`config.mk`:
```
export PLATFORM = sky130hd
export DESIGN_NAME = seg_scan_ctrl_flat
export DESIGN_NICKNAME = d
export VERILOG_FILES = /design/src/rtl/seg_pkg.sv /design/src/rtl/seg_scan_ctrl_if.sv /design/src/rtl/seg_slot_timer.sv /design/src/rtl/seg_scan_ctrl.sv /design/src/flat_wrapper.sv
export SDC_FILE = /design/constraint.sdc
export NUM_CORES = 1
export LEC_CHECK = 0
export BUFFER_PORTS_ARGS = -buffer_cell sky130_fd_sc_hd__buf_2
export CAP_MARGIN = 30
export CORE_MARGIN = 2
export CORE_UTILIZATION = 60
export CTS_CLUSTER_SIZE = 8
export DETAILED_ROUTE_END_ITERATION = 7
export PLACE_DENSITY_LB_ADDON = 0.12
export SLEW_MARGIN = 20
export SYNTH_ARGS = -nofsm -noshare
export SYNTH_HDL_FRONTEND = slang
export SYNTH_SLANG_ARGS = --single-unit
```
`constraint.sdc`:
```
create_clock -name clk -period 7 [get_ports clk]
set_clock_uncertainty 0.2 [all_clocks]
set_input_delay 1.4 -clock clk [delete_from_list [all_inputs] [get_ports clk]]
set_output_delay 1.4 -clock clk [all_outputs]
set_load 0.05 [all_outputs]
```
`src/rtl/seg_pkg.sv`:
```
// Shared types and constants for the 7-segment scan controller slice.
package seg_pkg;

  localparam int NIB_W = 4;
  localparam int SEG_W = 7;

  typedef enum logic [1:0] {
    OFF   = 2'd0,
    BLANK = 2'd1,
    SHOW  = 2'd2
  } seg_state_e;

  function automatic int max_int(input int a, input int b);
    return (a > b) ? a : b;
  endfunction

endpackage

```
`src/rtl/seg_scan_ctrl_if.sv`:
```
// Display-image write port: producer offers a full image, controller accepts when its
// pending buffer is free.
interface seg_scan_ctrl_if #(
  parameter int NDIG = 8
);
  logic                          wr_valid;
  logic                          wr_ready;
  logic [seg_pkg::NIB_W*NDIG-1:0] wr_data;
  logic [NDIG-1:0]               wr_mask;

  modport master (output wr_valid, output wr_data, output wr_mask, input wr_ready);
  modport slave  (input wr_valid, input wr_data, input wr_mask, output wr_ready);
endinterface

```
`src/rtl/seg_slot_timer.sv`:
```
// Loadable down-counter timing one blank or show slot; tc is high while the count is zero.
module seg_slot_timer #(
  parameter int CNT_W = 4
) (
  input  logic             clk,
  input  logic             rst,
  input  logic             clr,
  input  logic             load,
  input  logic [CNT_W-1:0] load_val,
  output logic             tc
);
  logic [CNT_W-1:0] cnt_r;

  // Count register: clear wins over load, otherwise decrement and park at zero.
  always_ff @(posedge clk or posedge rst) begin
    if (rst) begin
      cnt_r <= {CNT_W{1'b0}};
    end else if (clr) begin
      cnt_r <= {CNT_W{1'b0}};
    end else if (load) begin
      cnt_r <= load_val;
    end else if (cnt_r != {CNT_W{1'b0}}) begin
      cnt_r <= cnt_r - CNT_W'(1'b1);
    end else begin
      cnt_r <= cnt_r;
    end
  end

  assign tc = (cnt_r == {CNT_W{1'b0}});
endmodule

```
`src/rtl/seg_scan_ctrl.sv`:
```
// Time-multiplexed scan of an NDIG-digit 7-segment panel through one shared decoder, with
// blanking gaps between digits and a double-buffered image swapped only at frame ends.
module seg_scan_ctrl
  import seg_pkg::*;
#(
  parameter int NDIG      = 8,
  parameter int SHOW_CYC  = 1000,
  parameter int BLANK_CYC = 16
) (
  input  logic             clk,
  input  logic             rst,
  input  logic             en,
  seg_scan_ctrl_if.slave   wr,
  output logic [NIB_W-1:0] dec_nib,
  output logic [NDIG-1:0]  dig_sel,
  output logic             frame_done
);
  localparam int IDX_W = $clog2(NDIG);
  localparam int CNT_W = $clog2(max_int(SHOW_CYC, BLANK_CYC) + 1);
  localparam int DAT_W = NIB_W * NDIG;
  localparam logic [CNT_W-1:0] BLANK_LD = CNT_W'(BLANK_CYC - 1);
  localparam logic [CNT_W-1:0] SHOW_LD  = CNT_W'(SHOW_CYC - 1);
  localparam logic [IDX_W-1:0] LAST_IDX = IDX_W'(NDIG - 1);
  localparam logic [NDIG-1:0]  SEL_ONE  = NDIG'(1'b1);

  seg_state_e       state_r;
  logic [IDX_W-1:0] idx_r;
  logic [DAT_W-1:0] act_data_r;
  logic [DAT_W-1:0] pend_data_r;
  logic [NDIG-1:0]  act_mask_r;
  logic [NDIG-1:0]  pend_mask_r;
  logic             pend_full_r;
  logic             wr_ready_r;
  logic [NIB_W-1:0] dec_nib_r;
  logic [NDIG-1:0]  dig_sel_r;
  logic             frame_done_r;

  logic             tmr_clr_s;
  logic             tmr_load_s;
  logic [CNT_W-1:0] tmr_val_s;
  logic             tmr_tc_s;
  logic             boundary_s;
  logic             accept_s;
  logic             commit_s;

  // The last show cycle of the last digit is the only point where the image may swap.
  assign boundary_s = en & (state_r == SHOW) & tmr_tc_s & (idx_r == LAST_IDX);
  assign accept_s   = wr.wr_valid & wr_ready_r;
  assign commit_s   = boundary_s & pend_full_r;

  // Slot timer control: reload on every slot transition, hold at zero while dark.
  always_comb begin
    tmr_clr_s  = 1'b0;
    tmr_load_s = 1'b0;
    tmr_val_s  = BLANK_LD;
    if (!en) begin
      tmr_clr_s = 1'b1;
    end else begin
      case (state_r)
        OFF: begin
          tmr_load_s = 1'b1;
          tmr_val_s  = BLANK_LD;
        end
        BLANK: begin
          if (tmr_tc_s) begin
            tmr_load_s = 1'b1;
            tmr_val_s  = SHOW_LD;
          end else begin
            tmr_load_s = 1'b0;
          end
        end
        SHOW: begin
          if (tmr_tc_s) begin
            tmr_load_s = 1'b1;
            tmr_val_s  = BLANK_LD;
          end else begin
            tmr_load_s = 1'b0;
          end
        end
        default: tmr_clr_s = 1'b1;
      endcase
    end
  end

  seg_slot_timer #(.CNT_W(CNT_W)) u_timer (
    .clk      (clk),
    .rst      (rst),
    .clr      (tmr_clr_s),
    .load     (tmr_load_s),
    .load_val (tmr_val_s),
    .tc       (tmr_tc_s)
  );

  // Double buffer: accept needs an empty pending slot, so it can never meet a commit.
  always_ff @(posedge clk or posedge rst) begin
    if (rst) begin
      act_data_r  <= {DAT_W{1'b0}};
      act_mask_r  <= {NDIG{1'b0}};
      pend_data_r <= {DAT_W{1'b0}};
      pend_mask_r <= {NDIG{1'b0}};
      pend_full_r <= 1'b0;
      wr_ready_r  <= 1'b1;
    end else if (commit_s) begin
      act_data_r  <= pend_data_r;
      act_mask_r  <= pend_mask_r;
      pend_full_r <= 1'b0;
      wr_ready_r  <= 1'b1;
    end else if (accept_s) begin
      pend_data_r <= wr.wr_data;
      pend_mask_r <= wr.wr_mask;
      pend_full_r <= 1'b1;
      wr_ready_r  <= 1'b0;
    end
  end

  // Scan FSM with registered panel outputs; masked digits still consume their slot.
  always_ff @(posedge clk or posedge rst) begin
    if (rst) begin
      state_r      <= OFF;
      idx_r        <= IDX_W'(1'b0);
      dec_nib_r    <= {NIB_W{1'b0}};
      dig_sel_r    <= {NDIG{1'b0}};
      frame_done_r <= 1'b0;
    end else begin
      frame_done_r <= 1'b0;
      if (!en) begin
        state_r   <= OFF;
        idx_r     <= IDX_W'(1'b0);
        dig_sel_r <= {NDIG{1'b0}};
      end else begin
        case (state_r)
          OFF: state_r <= BLANK;
          BLANK: begin
            if (tmr_tc_s) begin
              state_r   <= SHOW;
              dec_nib_r <= act_data_r[idx_r*NIB_W +: NIB_W];
              dig_sel_r <= act_mask_r[idx_r] ? (SEL_ONE << idx_r) : {NDIG{1'b0}};
            end
          end
          SHOW: begin
            if (tmr_tc_s) begin
              state_r   <= BLANK;
              dig_sel_r <= {NDIG{1'b0}};
              if (idx_r == LAST_IDX) begin
                idx_r        <= IDX_W'(1'b0);
                frame_done_r <= 1'b1;
              end else begin
                idx_r <= idx_r + IDX_W'(1'b1);
              end
            end
          end
          default: begin
            state_r   <= OFF;
            idx_r     <= IDX_W'(1'b0);
            dig_sel_r <= {NDIG{1'b0}};
          end
        endcase
      end
    end
  end

  assign wr.wr_ready = wr_ready_r;
  assign dec_nib     = dec_nib_r;
  assign dig_sel     = dig_sel_r;
  assign frame_done  = frame_done_r;
endmodule
```
`src/flat_wrapper.sv`:
```
// flat-port wrapper written by rule: the top's interface ports become plain ports
module seg_scan_ctrl_flat import seg_pkg::*;
#(
  parameter int NDIG      = 8,
  parameter int SHOW_CYC  = 1000,
  parameter int BLANK_CYC = 16
)
  (clk, rst, en, dec_nib, dig_sel, frame_done, wr_wr_valid, wr_wr_data, wr_wr_mask, wr_wr_ready);
  seg_scan_ctrl_if #(.NDIG(NDIG)) wr_i ();
  input  logic clk;
  input  logic rst;
  input  logic en;
  output logic [NIB_W-1:0] dec_nib;
  output logic [NDIG-1:0] dig_sel;
  output logic frame_done;
  input wire logic [$bits(wr_i.wr_valid)-1:0] wr_wr_valid;
  input wire logic [$bits(wr_i.wr_data)-1:0] wr_wr_data;
  input wire logic [$bits(wr_i.wr_mask)-1:0] wr_wr_mask;
  output wire logic [$bits(wr_i.wr_ready)-1:0] wr_wr_ready;
  assign wr_i.wr_valid = wr_wr_valid;
  assign wr_i.wr_data = wr_wr_data;
  assign wr_i.wr_mask = wr_wr_mask;
  assign wr_wr_ready = wr_i.wr_ready;
  seg_scan_ctrl #(.NDIG(NDIG), .SHOW_CYC(SHOW_CYC), .BLANK_CYC(BLANK_CYC)) u_core (.clk(clk), .rst(rst), .en(en), .wr(wr_i), .dec_nib(dec_nib), .dig_sel(dig_sel), .frame_done(frame_done));
endmodule
```
# Yosys cells after proc, flatten, opt, wreduce, memory -nomap -nowiden
# Index checks and enable logic that the tools add are counted.
[op_classes] add_sub_neg=2 reduce_logical=13 n_eq_ne=7 muxes=34 bitwise_logic=6 order_cmp=1 shifts=2
[op_table] operator="2-to-1 mux 10 bit" n=6
[op_table] operator="2-to-1 mux 8 bit" n=4
[op_table] operator="indexed part select 32 x 6 -> 4 bit" n=1
[op_table] operator="one-hot mux 8 bit (3 select lines)" n=1
[op_table] operator="2-to-1 mux 1 bit" n=13
[op_table] operator="zero test 10 bit" n=1
[op_table] operator="nonzero test 10 bit" n=1
[op_table] operator="subtractor 10 x 1 -> 10 bit (second input constant)" n=1
[op_table] operator="2-to-1 mux 3 bit" n=3
[op_table] operator="left shift 1 x 3 -> 8 bit (first input constant)" n=1
[op_table] operator="2-to-1 mux 2 bit" n=3
[op_table] operator="inequality test 3 x 2 -> 1 bit (second input constant)" n=2
[op_table] operator="one-hot mux 2 bit (3 select lines)" n=1
[op_table] operator="one-hot mux 3 bit (2 select lines)" n=1
[op_table] operator="AND reduction 2 bit" n=3
[op_table] operator="AND reduction 3 bit" n=2
[op_table] operator="AND 1 bit" n=5
[op_table] operator="< comparator 3 x 4 -> 1 bit (second input constant)" n=1
[op_table] operator="inequality test 2 bit (second input constant)" n=2
[op_table] operator="OR reduction 2 bit" n=2
[op_table] operator="adder 3 x 1 -> 3 bit (second input constant)" n=1
[op_table] operator="binary-select mux 1 bit (select 3 bit)" n=1
[op_table] operator="== test 3 bit (second input constant)" n=1
[op_table] operator="nonzero test 3 bit" n=1
[op_table] operator="7 further kinds" n=7
[word_totals] in_bits=44 ff_bits=110 out_inout_bits=14

# Longest topological paths before layout
[logic_depth] ltp_word=7 ltp_mapped=8 ltp_nobuf=6

# By module
# A second synthesis with hierarchy kept.
[unflattened] hier_cells=350 area_unflattened_um2=5094.9
[modules_own_cells] module="seg_scan_ctrl" instances=1 cells_per_inst=286 seq_area_each_um2=2503.7 area_each_um2=4498.1
[modules_own_cells] module="seg_slot_timer" instances=1 cells_per_inst=64 seq_area_each_um2=250.2 area_each_um2=596.8

# Worst setup path before layout
# No wires, ideal clock.
[synth_timing] kind="input port to flip-flop" startpoint="input port en" endpoint="register u_core.pend_data_r[0]" path_stages=5 n_path_buf=1 arrival_ps=2425 path_slack_ps=4250 path_cell_list="nand4_1 -> nor4_4 -> nor2_1 -> buf_6 -> mux2_4"
[synth_between] elab_chain_len=6
[synth_lines] element="from (decl)" line_no="flat_wrapper.sv:12" text="input logic en;"
[synth_lines] element="AND 1 bit (3 in series)" line_no="seg_scan_ctrl.sv:47" text="assign boundary_s = en & (state_r == SHOW) & tmr_tc_s & (idx_r == LAST_IDX);"
[synth_lines] element="AND 1 bit" line_no="seg_scan_ctrl.sv:49" text="assign commit_s = boundary_s & pend_full_r;"
[synth_lines] element="inverter 1 bit (no source line)"
[synth_lines] element="AND reduction 2 bit (no source line)"
[synth_lines] element="to (signal assigned)" line_no="seg_scan_ctrl.sv:99" text="pend_data_r <= {DAT_W{1'b0}};"
[synth_lines] element="to (signal assigned)" line_no="seg_scan_ctrl.sv:109" text="pend_data_r <= wr.wr_data;"
[synth_lines] element="to (decl)" line_no="seg_scan_ctrl.sv:29" text="logic [DAT_W-1:0] pend_data_r;"
# No other way between the ends.
# A chain may end at the register's enable or synchronous reset.

# Worst setup path after layout
[layout_timing] startpoint="register u_core.idx_r[0]" endpoint="register u_core.pend_data_r[4]"
[layout_between] elab_chain_len=5
[layout_lines] element="from (decl)" line_no="seg_scan_ctrl.sv:27" text="logic [IDX_W-1:0] idx_r;"
[layout_lines] element="from (signal assigned)" line_no="seg_scan_ctrl.sv:120" text="idx_r <= IDX_W'(1'b0);"
[layout_lines] element="from (signal assigned)" line_no="seg_scan_ctrl.sv:128" text="idx_r <= IDX_W'(1'b0);"
[layout_lines] element="from (signal assigned)" line_no="seg_scan_ctrl.sv:145" text="idx_r <= IDX_W'(1'b0);"
[layout_lines] element="== test 3 bit" line_no="seg_scan_ctrl.sv:47"
[layout_lines] element="AND 1 bit" line_no="seg_scan_ctrl.sv:47"
[layout_lines] element="AND 1 bit" line_no="seg_scan_ctrl.sv:49"
[layout_lines] element="inverter 1 bit (no source line)"
[layout_lines] element="AND reduction 2 bit (no source line)"
# No other way between the ends.

==> impl_results.md <==
- Switch share: between 20% and 30%
- Final setup TNS: 0 ns
- Setup CP Type: reg2reg
- Total of max-cap violations: 0
- Final Instance Count excl. Fillers: 516
- Period utilisation layout: around half
- Placed Instances: 500
- Remaining antenna violation count after routing: 0
- Clock tree from TritonCTS: yes
- Post-Layout Inst Area: around 5600 um2
- Final setup margin: around 3.6 ns
- Register area: approximately 2800 um2
- Number of gates resized after CTS: 0
- Setup crit end kind: flip-flop
- Crit path max-delay family: buffers and inverters
- Power share of the sequential group: around 58%
- Number of buffers added by the clock tree synthesis step: 9
- Cell Chain, Critical Path: ha_1 -> ha_1 -> nand4_1 -> nor4_4 -> buf_4 -> nor2_4 -> buf_4 -> mux2_4
- Most frequent cells in the layout: dfrtp_1 (109), buf_2 (57), mux2_2 (47), mux2_4 (40), nor2_1 (14)
- DRC violation count after routing: 0
- DRT Pass-1 Iters: 4
- Instance count on the critical path: 8
- Width of the die: between 90 and 100 um
- Cells after Synth: ~350
- Tightest hold margin: approximately 0.31 ns
- Final Hold Fails: 0
- Core area: a little over 8000 um2
- Setup crit start kind: flip-flop
- Floorplan die area: a little over 9000 um2
- CP max-delay cell: dfrtp_1
- Count of input and output buffers: 57
- Internal: around 870 uW
- Initial cell density of the core: 61.4%
- Number of buffers inserted by hold repair at cts: 0
- Number of synthesized register bits: 110
- Layout overhead on the synthesized area: 10.8%
- Sink count of the clock tree: 110
- CP Buf/Inv Count: 2
- Unique masters post-synth: 44
- Half-perimeter wire length after detailed placement: about 6.0 mm
- Tmin final: between 3 and 4 ns
- Result of the run: finished clean
- Number of rows in the core area: 33
- Part of the total power dissipated in combinational logic: approximately 12%
- Post-placement worst setup slack: 3.43 ns
- Total Power Consumption: between 1 and 1.5 mW
- RSZ-0062 raised after global routing: no
- Normalized max-slew margin: between 40 and 50%
- Switching power summed over all nets: between 300 and 400 uW
- Util after Layout: between 60% and 70%
- Count of final setup violators: 0
- Root buf cell: clkbuf_8
- Vias/cell: approximately 5.7
- Final max-slew violation count: 0
- GRT met2 Usage: 35.7%
- Transition time of the tightest slew-check pin: roughly 0.77 ns
- Met1 track demand over resource in global routing: between 20 and 30%
- Delay contributed by the slowest stage of the critical path: between 0.8 and 0.9 ns
- Power density over the cells: ~210 nW/um2
- Clk_lat worst skew: 0.37 ns
- Crit path required time: ~7.1 ns
- Initial antenna violation count: 0
- H-Tree Level Count: 3
- Static leakage: approximately 2.7 nW
- Number of synthesis warnings: 0
- Fraction of met3 tracks used by global routing: under 10%
- Depth of the most critical reg-to-reg path: 8
- Largest fanout of any net on the critical path: between 40 and 50
- Number of fill cells in the layout: about 600
- Final weighted congestion of routability-driven global placement: roughly 0.76
- Maximum root-to-sink buffer count: 2
- Multi-input combinational cell area: around 2100 um2
- Wire length of the first global-routing pass: approximately 15 mm
- DRT iter0 DRCs: 108
- Register area share after synthesis: around 55%
- Detailed-route wire length: between 8 and 9 mm
- Layer carrying the most global-route usage: met2
- Total setup buffers inserted after CTS: 0
- Vias in the first global route: 3005
- Hold/Removal Path Class: reg2reg
- Die Y: approximately 95 um
- GRT Util Overall: 21.4%
- Post-synthesis average cell area: roughly 14 um2
- Post-synthesis net count: 406
- Cell count of the worst hold path: 1
- ANT cells: 0
- Clock transition at path regs: around 0.11 ns
- Arrival time reported for the critical path endpoint: approximately 3.5 ns
- Cell area after synthesis: approximately 5000 um2
- Max Clk Rate: around 0.29 GHz
- Part of the total power dissipated in the clock network: between 30% and 40%
- Top-level port count: 58
- Instance area after placement: 5380 um2
- Wire length per cell after detailed routing: roughly 17 um
- Count of vias placed by the detailed router: 2930
- Most common cell after layout, fill and taps aside: dfrtp_1
- Maximum number of pins on one net before global-route repair: 61
- Global route total overflow: 0
- Layout cells sized above 1: between 40% and 50%
- Final net count: roughly 460
- Max IR drop VDD: 149 uV
## cells by family (layout without fill, tap and decap cells)
family / after synthesis / in the layout / synth area share, %
flops: 110 / 110 / 54.8
mux: 103 / 103 / 28.2
simple gates: 58 / 58 / 6.20
compound gates: 41 / 41 / 5.13
buf+inv: 27 / 87 / 2.74
fa+ha+maj: 11 / 11 / 2.74
xor+xnor: 1 / 1 / 0.174
## metal layers
| layer | share of wire [%] | vias up | wire [um] |
|---|---|---|---|
| li1 | - | 1377 | - |
| met1 | 45 | 1478 | 3950 |
| met2 | 51 | 69 | 4440 |
| met3 | 3.7 | 6 | 325 |
| met4 | 0.85 | 0 | 75 |
| met5 | 0 | - | 0 |
## final cells by class
cell class / count / area share [%]
Sequential cell: 110 / 49.5
Multi-Input combinational cell: 214 / 38.4
Timing Repair Buffer: 60 / 5.53
Tap cell: 105 / 2.36
Clock buffer: 10 / 2.29
Clock inverter: 6 / 1.12
Inverter: 11 / 0.787
## worst reg2reg max path: stages, from the launching register on
cell,delay (ns)
dfrtp_1,0.85
ha_1,0.31
ha_1,0.26
nand4_1,0.20
nor4_4,0.17
buf_4,0.51
nor2_4,0.06
buf_4,0.35
mux2_4,0.44
## state kept, by name, summed over array words and instances (netlist names)
name / cells
u_core.act_data_r: 32
u_core.act_mask_r: 8
u_core.dec_nib: 4
u_core.dig_sel: 8
u_core.frame_done: 1
u_core.idx_r: 3
u_core.pend_data_r: 32
u_core.pend_full_r: 1
u_core.pend_mask_r: 8
u_core.state_r: 2
u_core.u_timer.cnt_r: 10
u_core.wr.wr_ready: 1
## Yosys cell counts (all sizes together)
| library cell | instances | area [um2] |
|---|---|---|
| nor4 | 5 | 46.3 |
| ha | 11 | 138 |
| xor2 | 1 | 8.76 |
| mux2 | 87 | 1130 |
| o21bai | 1 | 7.51 |
| nand2 | 13 | 48.8 |
| or3b | 1 | 8.76 |
| mux2i | 6 | 60.1 |
| or2 | 3 | 18.8 |
| or3 | 3 | 18.8 |
| a31o | 2 | 17.5 |
| o21a | 3 | 22.5 |
| nor3b | 3 | 22.5 |
| nor2 | 15 | 56.3 |
| mux4 | 10 | 225 |
| a31oi | 1 | 6.26 |
| nand2b | 2 | 12.5 |
| clkinv | 1 | 3.75 |
| nor3 | 4 | 20.0 |
| buf | 11 | 77.6 |
| o211ai | 2 | 15.0 |
| a221oi | 1 | 8.76 |
| clkbuf | 5 | 18.8 |
| and2 | 1 | 6.26 |
| nand4 | 2 | 12.5 |
| inv | 10 | 37.5 |
| dfstp | 1 | 26.3 |
| a21oi | 9 | 45.0 |
| or4 | 2 | 15.0 |
| nand4b | 1 | 8.76 |
| o22ai | 2 | 12.5 |
| and3 | 1 | 6.26 |
| o21ai | 13 | 65.1 |
| a21o | 1 | 7.51 |
| a21boi | 1 | 7.51 |
| a311oi | 1 | 8.76 |
| nand3 | 2 | 10.0 |
| o41a | 1 | 11.3 |
| dfrtp | 109 | 2730 |
| o31ai | 3 | 22.5 |
## worst paths after layout
| check | startpoint | endpoint | slack, ns |
|---|---|---|---|
| setup / recovery | u_core.idx_r[0]$_DFFE_PP0P_ | u_core.pend_data_r[4]$_DFFE_PP0P_ | 3.56 |
| hold / removal | u_core.act_mask_r[6]$_DFFE_PP0P_ | u_core.act_mask_r[6]$_DFFE_PP0P_ | 0.31 |
| setup reg to reg | u_core.idx_r[0]$_DFFE_PP0P_ | u_core.pend_data_r[4]$_DFFE_PP0P_ | 3.56 |
| hold reg to reg | u_core.act_mask_r[6]$_DFFE_PP0P_ | u_core.act_mask_r[6]$_DFFE_PP0P_ | 0.31 |
| max in group asynchronous | rst | u_core.pend_full_r$_DFFE_PP0P_ | 4.54 |
| min in group asynchronous | rst | u_core.act_mask_r[4]$_DFFE_PP0P_ | 0.95 |
## power by group through the flow
| stage | registers (mW) | clock network [mW] | logic, mW |
|---|---|---|---|
| after global routing | 0.690 | 0.405 | 0.155 |
| after floorplan | 0.690 | 0 | 0.106 |
| after global placement | 0.697 | 0 | 0.134 |
| after detailed placement | 0.698 | 0 | 0.139 |
| final | 0.686 | 0.366 | 0.138 |
| after CTS | 0.686 | 0.377 | 0.140 |
Power figures use the tool's default switching activity.
